## config.mk

```make
export PLATFORM = sky130hd
export DESIGN_NAME = bp_nonsynth_commit_driver
export DESIGN_NICKNAME = d
export VERILOG_FILES = /design/src/rtl/bp_nonsynth_commit_driver.sv
export SDC_FILE = /design/constraint.sdc
export NUM_CORES = 2
export LEC_CHECK = 0
export ABC_AREA = 1
export CAP_MARGIN = 0
export CORE_AREA = 5 5 388 390
export DETAILED_ROUTE_END_ITERATION = 7
export DIE_AREA = 0 0 393 395
export SYNTH_ARGS = -nofsm -noshare
export SYNTH_HDL_FRONTEND = slang
export SYNTH_HIERARCHICAL = 1
export SYNTH_SLANG_ARGS = --single-unit
```

## constraint.sdc

```tcl
create_clock -name clk_i -period 9.1 [get_ports clk_i]
set_input_delay 2.73 -clock clk_i [delete_from_list [all_inputs] [get_ports clk_i]]
set_output_delay 2.73 -clock clk_i [all_outputs]
set_load 0.05 [all_outputs]
```

## src/rtl/bp_nonsynth_commit_driver.sv

```systemverilog
// Commit/writeback stimulus source: turns retired-instruction records into decode, commit
// and int/fp writeback traffic at fixed cycle offsets for exercising the cosim checker.

module bp_nonsynth_commit_driver_wbq
    #(parameter int els_p        = 8
     ,parameter int data_width_p = 66
     )
     (input  logic                    clk_i
     ,input  logic                    reset_i
     ,input  logic [15:0]             cnt_i
     ,input  logic                    enq_v_i
     ,input  logic [4:0]              enq_addr_i
     ,input  logic [data_width_p-1:0] enq_data_i
     ,input  logic [15:0]             enq_stamp_i
     ,output logic                    full_o
     ,output logic                    w_v_o
     ,output logic [4:0]              w_addr_o
     ,output logic [data_width_p-1:0] w_data_o
     );

    localparam int ptr_width_lp = $clog2(els_p);

    logic [4:0]              addr_mem_q  [els_p];
    logic [data_width_p-1:0] data_mem_q  [els_p];
    logic [15:0]             stamp_mem_q [els_p];

    logic [ptr_width_lp-1:0] wr_ptr_q, wr_ptr_d;
    logic [ptr_width_lp-1:0] rd_ptr_q, rd_ptr_d;
    logic [ptr_width_lp:0]   count_q, count_d;
    logic                    empty, enq, deq;
    logic [15:0]             age;

    assign empty  = (count_q == '0);
    assign full_o = (count_q == (ptr_width_lp+1)'(els_p));
    assign enq    = enq_v_i & ~full_o;
    // Signed age keeps the release test correct across the 16-bit counter wrap.
    assign age    = cnt_i - stamp_mem_q[rd_ptr_q];
    assign deq    = ~reset_i & ~empty & ~age[15];

    always_comb begin
        w_v_o    = deq;
        w_addr_o = '0;
        w_data_o = '0;
        if (deq) begin
            w_addr_o = addr_mem_q[rd_ptr_q];
            w_data_o = data_mem_q[rd_ptr_q];
        end
    end

    always_comb begin
        wr_ptr_d = wr_ptr_q;
        rd_ptr_d = rd_ptr_q;
        count_d  = count_q;
        if (enq) wr_ptr_d = wr_ptr_q + ptr_width_lp'(1);
        if (deq) rd_ptr_d = rd_ptr_q + ptr_width_lp'(1);
        case ({enq, deq})
            2'b10:   count_d = count_q + (ptr_width_lp+1)'(1);
            2'b01:   count_d = count_q - (ptr_width_lp+1)'(1);
            default: count_d = count_q;
        endcase
    end

    always_ff @(posedge clk_i) begin
        if (enq) begin
            addr_mem_q[wr_ptr_q]  <= enq_addr_i;
            data_mem_q[wr_ptr_q]  <= enq_data_i;
            stamp_mem_q[wr_ptr_q] <= enq_stamp_i;
        end
    end

    always_ff @(posedge clk_i) begin
        if (reset_i) begin
            wr_ptr_q <= '0;
            rd_ptr_q <= '0;
            count_q  <= '0;
        end else begin
            wr_ptr_q <= wr_ptr_d;
            rd_ptr_q <= rd_ptr_d;
            count_q  <= count_d;
        end
    end

endmodule

module bp_nonsynth_commit_driver
    #(parameter int vaddr_width_p  = 39
     ,parameter int dpath_width_p  = 66
     ,parameter int wb_delay_p     = 3
     ,parameter int els_p          = 8
     ,parameter int decode_width_p = 8
     ,parameter int commit_width_p = 80
     )
     (input  logic                      clk_i
     ,input  logic                      reset_i
     ,input  logic                      rec_v_i
     ,output logic                      rec_ready_o
     ,input  logic [vaddr_width_p-1:0]  rec_pc_i
     ,input  logic [31:0]               rec_instr_i
     ,input  logic [1:0]                rec_kind_i
     ,input  logic                      rec_late_i
     ,input  logic [dpath_width_p-1:0]  rec_data_i
     ,output logic [decode_width_p-1:0] decode_o
     ,output logic [commit_width_p-1:0] commit_pkt_o
     ,output logic                      ird_w_v_o
     ,output logic [4:0]                ird_addr_o
     ,output logic [dpath_width_p-1:0]  ird_data_o
     ,output logic                      frd_w_v_o
     ,output logic [4:0]                frd_addr_o
     ,output logic [dpath_width_p-1:0]  frd_data_o
     );

    typedef struct packed {
        logic                     v;
        logic [1:0]               kind;
        logic                     late;
        logic [vaddr_width_p-1:0] pc;
        logic [31:0]              instr;
    } stage_s;

    localparam logic [1:0]  kind_none_lp  = 2'd0;
    localparam logic [1:0]  kind_int_lp   = 2'd1;
    localparam logic [1:0]  kind_fp_lp    = 2'd2;
    localparam logic [1:0]  kind_trap_lp  = 2'd3;
    localparam logic [15:0] early_ofs_lp  = 16'd4;
    localparam logic [15:0] late_ofs_lp   = 16'(4 + wb_delay_p);

    logic [15:0]              cnt_q, cnt_d;
    stage_s                   dec_q, dec_d;
    stage_s                   c1_q, c1_d, c2_q, c2_d, c3_q, c3_d;
    logic [4:0]               rd_addr;
    logic [1:0]               kind_eff;
    logic                     accept;
    logic [15:0]              stamp;
    logic [dpath_width_p-1:0] int_data;
    logic                     iq_full, fq_full, iq_enq, fq_enq;

    assign rd_addr     = rec_instr_i[11:7];
    // Writes to x0 carry no architectural effect, so they travel as plain commits.
    assign kind_eff    = (rec_kind_i == kind_int_lp && rd_addr == 5'd0) ? kind_none_lp : rec_kind_i;
    assign rec_ready_o = ~reset_i & ~iq_full & ~fq_full;
    assign accept      = rec_v_i & rec_ready_o;
    assign iq_enq      = accept & (kind_eff == kind_int_lp);
    assign fq_enq      = accept & (kind_eff == kind_fp_lp);
    assign stamp       = cnt_q + (rec_late_i ? late_ofs_lp : early_ofs_lp);

    always_comb begin
        int_data       = '0;
        int_data[63:0] = rec_data_i[63:0];
    end

    always_comb begin
        cnt_d = cnt_q + 16'd1;
        dec_d = '0;
        if (accept) begin
            dec_d.v     = 1'b1;
            dec_d.kind  = kind_eff;
            dec_d.late  = rec_late_i;
            dec_d.pc    = rec_pc_i;
            dec_d.instr = rec_instr_i;
        end
        c1_d = dec_q;
        c2_d = c1_q;
        c3_d = c2_q;
    end

    always_ff @(posedge clk_i) begin
        if (reset_i) begin
            cnt_q <= '0;
            dec_q <= '0;
            c1_q  <= '0;
            c2_q  <= '0;
            c3_q  <= '0;
        end else begin
            cnt_q <= cnt_d;
            dec_q <= dec_d;
            c1_q  <= c1_d;
            c2_q  <= c2_d;
            c3_q  <= c3_d;
        end
    end

    // decode_o: [0] irf_w_v, [1] frf_w_v, [2] late_iwb_v, [3] late_fwb_v; all else 0.
    always_comb begin
        decode_o = '0;
        if (~reset_i & dec_q.v) begin
            decode_o[0] = (dec_q.kind == kind_int_lp) & ~dec_q.late;
            decode_o[1] = (dec_q.kind == kind_fp_lp)  & ~dec_q.late;
            decode_o[2] = (dec_q.kind == kind_int_lp) &  dec_q.late;
            decode_o[3] = (dec_q.kind == kind_fp_lp)  &  dec_q.late;
        end
    end

    // commit_pkt_o: [0] exception, [1] instret, [33:2] instr, pc from bit 34; all else 0.
    always_comb begin
        commit_pkt_o = '0;
        if (~reset_i & c3_q.v) begin
            commit_pkt_o[0]                   = (c3_q.kind == kind_trap_lp);
            commit_pkt_o[1]                   = (c3_q.kind != kind_trap_lp);
            commit_pkt_o[33:2]                = c3_q.instr;
            commit_pkt_o[34 +: vaddr_width_p] = c3_q.pc;
        end
    end

    bp_nonsynth_commit_driver_wbq
        #(.els_p(els_p), .data_width_p(dpath_width_p))
        int_wbq
        (.clk_i       (clk_i)
        ,.reset_i     (reset_i)
        ,.cnt_i       (cnt_q)
        ,.enq_v_i     (iq_enq)
        ,.enq_addr_i  (rd_addr)
        ,.enq_data_i  (int_data)
        ,.enq_stamp_i (stamp)
        ,.full_o      (iq_full)
        ,.w_v_o       (ird_w_v_o)
        ,.w_addr_o    (ird_addr_o)
        ,.w_data_o    (ird_data_o)
        );

    bp_nonsynth_commit_driver_wbq
        #(.els_p(els_p), .data_width_p(dpath_width_p))
        fp_wbq
        (.clk_i       (clk_i)
        ,.reset_i     (reset_i)
        ,.cnt_i       (cnt_q)
        ,.enq_v_i     (fq_enq)
        ,.enq_addr_i  (rd_addr)
        ,.enq_data_i  (rec_data_i)
        ,.enq_stamp_i (stamp)
        ,.full_o      (fq_full)
        ,.w_v_o       (frd_w_v_o)
        ,.w_addr_o    (frd_addr_o)
        ,.w_data_o    (frd_data_o)
        );

endmodule

```

Yosys cells after proc, flatten, opt, wreduce, memory -nomap -nowiden
Memories as Yosys holds them, arrays and structs flattened. A register that Yosys moved wholly into a read port is not among the register bits.
Cells that the tools add are included.
- flip-flop bits (word level): 333
- latch bits: 0
- memory bits (writable): 1376
- memory bits (read-only): 0
- bits of input ports: 143
- output and inout bits: 233
- logic and storage cells: 115
- memories kept: 6
- add/subtract/negate cells: 12
- $mul: 0
- div/mod/pow operators: 0
- magnitude comparators: 0
- eq/ne operators: 13
- shifts and indexed selects: 0
- mux-type cells: 27
- bitwise logic cells: 26
- reductions and logical operators: 7
- memory list (memory ; depth ; width ; read ports ; clocked after memory_dff ; write ports ; line ; RTL):
    fp_wbq.data_mem_q ; 8 ; 66 ; 1 ; 1 ; 1 ; 24 ; logic [data_width_p-1:0] data_mem_q [els_p];
    int_wbq.data_mem_q ; 8 ; 64 ; 1 ; 1 ; 1 ; 24 ;
    fp_wbq.stamp_mem_q ; 8 ; 16 ; 1 ; 1 ; 1 ; 25 ; logic [15:0] stamp_mem_q [els_p];
    int_wbq.stamp_mem_q ; 8 ; 16 ; 1 ; 1 ; 1 ; 25 ;
    fp_wbq.addr_mem_q ; 8 ; 5 ; 1 ; 1 ; 1 ; 23 ; logic [4:0] addr_mem_q [els_p];
    int_wbq.addr_mem_q ; 8 ; 5 ; 1 ; 1 ; 1 ; 23 ;
- operators by type and width (kind ; number):
    $mux W66 ; 2
    $mux W75 ; 1
    $mux W73 ; 1
    $mux W3 ; 12
    $sub A16 B16 Y16 ; 2
    $and A1 B1 Y1 ; 17
    $add A16 B1 Y16 const B ; 1
    $add A16 B3 Y16 ; 1
    $pmux W4 S2 ; 2
    $add A3 B1 Y3 const B ; 4
    $eq A2 B1 Y1 const B ; 5
    $eq A2 B2 Y1 const B ; 5
    $mux W5 ; 2
    $not A1 Y1 ; 9
    $add A4 B1 Y4 const B ; 2
    $eq A4 B4 Y1 const B ; 2
    $logic_not A4 Y1 ; 2
    $sub A4 B1 Y4 const B ; 2
    $logic_not A5 Y1 ; 1
    $mux W1 ; 4
    $mux W2 ; 2
    $mux W4 ; 1
    $reduce_bool A2 Y1 ; 2
    $ne A2 B2 Y1 const B ; 1
    2 further kinds ; 2

Logic depth before layout (Yosys ltp)
- depth after elaboration: 9
- depth in mapped cells: 30
- gate-level depth less buffers: 25

Modules after synthesis
Netlist, hierarchy kept.
- modules (own cells, without submodules) (module ; times used ; cells each ; area an instance (sq um) ; seq. area each (sq um)):
    bp_nonsynth_commit_driver_wbq at int_wbq ; 1 ; 2026 ; 27645.3 ; 21160.3
    bp_nonsynth_commit_driver_wbq at fp_wbq ; 1 ; 2022 ; 27614.0 ; 21160.3
    bp_nonsynth_commit_driver ; 1 ; 1261 ; 10176.0 ; 6266.0

Least setup slack after synthesis
No wires, ideal clock.
- path type: in2reg
- start point: input port reset_i
- end point: memory fp_wbq.addr_mem_q[1][0] (enable)
- library setup time: 0.533 ns
- data arrival time: 8.054 ns
- data required time: 8.567 ns
- setup slack: 0.513 ns
- stages: 8
- buffers on the path: 1
- cell sequence: nor3_2 > nand2_1 > buf_6 > nor3_1 > nand2_1 > nor2_1 > inv_1 > nor2_1
- word-level cells in the longest chain between the ends: 8
- ends and longest elaborated chain (item ; line ; RTL):
    start, declared ; 94 ; ,input logic reset_i
    $not A1 Y1 ; 140 ; assign rec_ready_o = ~reset_i & ~iq_full & ~fq_full;
    $and A1 B1 Y1 (2 in series) ; 140 ;
    $and A1 B1 Y1 ; 141 ; assign accept = rec_v_i & rec_ready_o;
    $and A1 B1 Y1 ; 143 ; assign fq_enq = accept & (kind_eff == kind_fp_lp);
    via fq_enq ; 135 ; logic iq_full, fq_full, iq_enq, fq_enq;
    $and A1 B1 Y1 ; 35 ; assign enq = enq_v_i & ~full_o;
    $mux W1 ; 64 ; if (enq) begin
    $mux W1 (implied by the code) ; 65 ; addr_mem_q[wr_ptr_q] <= enq_addr_i;
    end, declared ; 23 ;
The timed path passes the listed nets, and every way through them passes these cells.

==> qor.yml <==
floorplanning:
  die-area_um2: 155000
  die-height_um: 395
  core_um2: 147000
  start_util_pct: 44.6
  fp-row-count: 141
  pin_count: 376
  die_x_um: 393
worst_setup_path:
  arrival_ns: 5.82
  critPathCaptureType: "output port"
  critPathTopFamily: "buffers and inverters"
  cpMostUsedCell: "nand2_1"
  critical_path_class: "reg2out"
  crit_path_max_fanout: 164
  critPathBufInv: 5
  crit_path_top_delay_cell: "clkdlybuf4s50_1"
  cp-start-kind: "register"
  crit_chain: "buf_12, buf_6, nor2_1, o22ai_1, o21ai_0, ha_1, nand2_1, inv_1, nand2_1, nand2_1, nand2_1, nand2_1, nand2_1, nand2_1, nand2_1, nand3_4, buf_12, nor2_1, clkdlybuf4s50_1"
  cp.required_ns: 6.37
  slowest_delay_ns: 0.83
  rrSetupSlack_ns: 3.98
global_route:
  grt_max_degree: 221
  grt_pass1_wl_um: 246000
  grt_use_total_pct: 20.8
  grt_pass1_vias: 39600
  grt_overflow_total: 0
  grt_antenna_before_repair: 8
route:
  final_antenna_net_count: 0
  wire_per_inst_um: 21.5
  drcViolationCount: 0
  finalWirelength_um: 165000
  drtPass1Iterations: 5
  vias: 41300
  first_iter_violations: 3610
  viasPerCell: 5.37
cells_and_area:
  nets: 5792
  final_cell_mix: "1,392 x edfxtp_1, 1,211 x nor2_1, 809 x o21ai_0, 444 x inv_1, 333 x dfxtp_1"
  layout_commonest_cell: "edfxtp_1"
  layout-drive-gt1-share_pct: 7.55
  post-route-util_pct: 52.0
  nFillCells: 12500
  fin_cells: 7683
  syn_to_final_growth_pct: 16.7
placed_design:
  place_ws_ns: 1.05
  gp_congestion: 0.786
  dp_cells: 7358
  port_buffers: 364
  dp_hpwl_um: 87800
timing:
  slew-limit-headroom_pct: 15.2
  tns_ns: 0
  slew_violations: 0
  fmax_mhz: 117
  finalClockSkew_ns: 0.0322
  setup_viol: 0
  period_share_pct: 93.9
  worst_slew_pin_slew_ns: 1.26
  layout_setup_ws_ns: 0.554
  rsz0062_at_grt: "false"
  hold_viol: 0
  period_minus_slack_ns: 8.55
clocking:
  cts.sinks: 1731
  numCtsBuffers: 177
  htreeDepth: 4
  cts_buffer_depth: 3
  cts_setup_buffers: 0
  cts_tree: "built"
  clock_latency_ns: 0.80
  clk_pin_slew_ns: 0.06
  root_buffer: "clkbuf_16"
pwr:
  ir_worst_vdd_uv: 143
  leakage_nw: 25.8
  p_per_area_nw_per_um2: 213
synth:
  yosysUniqueCellTypes: 38
  ys_seq_area_share_pct: 74.3
  synthCells: 5309
  synth_warnings: 6
  synth_area_um2: 65400
  synth-main-ff-cell: "edfxtp_1"
  async_flop_share_pct: 0
  synth-edff-count: 1392
  yosys_register_bits: 1731
  syn_area_per_cell_um2: 12.3
worst_hold_path:
  hp-start: "c1_q[57]"
  hold_path.class: "reg2reg"
run:
  cap_violations: 0
outcome:
  status: "complete, no violations"
[per-stage QoR]
step	hold slack [ns]	instance area [um2]	total power [W]
final	0.391	76400	0.0162
after global routing	0.409	76400	0.0168
after CTS	0.390	76400	0.0164
after detailed placement	0.392	70800	0.00953
after global placement	0.389	70800	0.00952
after floorplan	0.388	65500	0.00922
[cells in the mapped netlist, types with 2 or more instances]
master / count / area share (%)
a211oi_1: 4 / 0.046
a21oi_1: 34 / 0.26
a31oi_1: 3 / 0.029
buf_1: 10 / 0.057
buf_2: 32 / 0.24
buf_4: 13 / 0.15
buf_6: 22 / 0.38
clkbuf_1: 260 / 1.5
dfxtp_1: 339 / 10
edfxtp_1: 1392 / 64
ha_1: 41 / 0.78
inv_1: 445 / 2.6
inv_2: 3 / 0.017
nand2_1: 137 / 0.79
nand3_1: 36 / 0.28
nand3_2: 4 / 0.061
nand4_1: 9 / 0.086
nor2_1: 1227 / 7.0
nor2_2: 40 / 0.38
nor3_1: 9 / 0.069
o211ai_1: 2 / 0.023
o21a_1: 2 / 0.023
o21ai_0: 809 / 6.2
o21ai_1: 64 / 0.49
o21bai_1: 2 / 0.023
o221ai_1: 170 / 2.3
o22ai_1: 170 / 1.6
xnor2_1: 4 / 0.054
xor2_1: 17 / 0.23
[report_power, final]
part           switching (W)  total, W  leakage (nW)  internal (W)
sequential         0.0000239   0.00862          15.4       0.00859
combinational       0.000548  0.000749          7.65      0.000201
clock                0.00300   0.00688          2.69       0.00388
[registers in the layout (all words and copies together) (netlist names), 74 cells and up, named ones only]
register / flops
c2_q: 74
int_wbq/data_mem_q: 528
fp_wbq/stamp_mem_q: 128
c1_q: 74
c1_d: 75
c3_q: 74
fp_wbq/data_mem_q: 528
int_wbq/stamp_mem_q: 128
[worst min-delay path, stage by stage, from the launching register on]
cell	delay, ns
dfxtp_1	0.29
inv_1	0.04
nor2_1	0.03
[cell type report]
type                       instances  area, um2  share of cell area (%)
timing repair buffer             430       4200                    5.50
antenna                            5       12.5                  0.0164
sequential                      1731      48600                    63.6
inverter                         449       1710                    2.24
clock buffer                     248       4850                    6.34
multi-input combinational       2818      13900                    18.2
clock inverter                    72        706                   0.924
tap                             1930       2410                    3.16
[metal layers]
layer,global-route usage [%],wire length [um]
met1,29.1,72100
met2,33.9,78300
met3,3.22,10200
met4,6.27,4440
met5,0,27
[final timing paths]
kind / cells after the start / end
setup reg to reg: 23 / int_wbq/count_q[3]
setup / recovery: 19 / ird_addr_o[1]
hold reg to reg: 2 / c2_q[57]
hold / removal: 2 / c2_q[57]
[kinds of logic after synthesis]
logic type,synth area share [%]
compound gates,11.0
xor+xnor,0.281
fa+ha+maj,0.815
buf+inv,4.90
flops,74.3
other cells,0.00573
simple gates,8.77
[what timing repair did]
action	CTS	global route
endpoints found under the setup margin	0	16
hold buffers	0	0
gates resized for setup	0	1
Power figures use the tool's default switching activity.
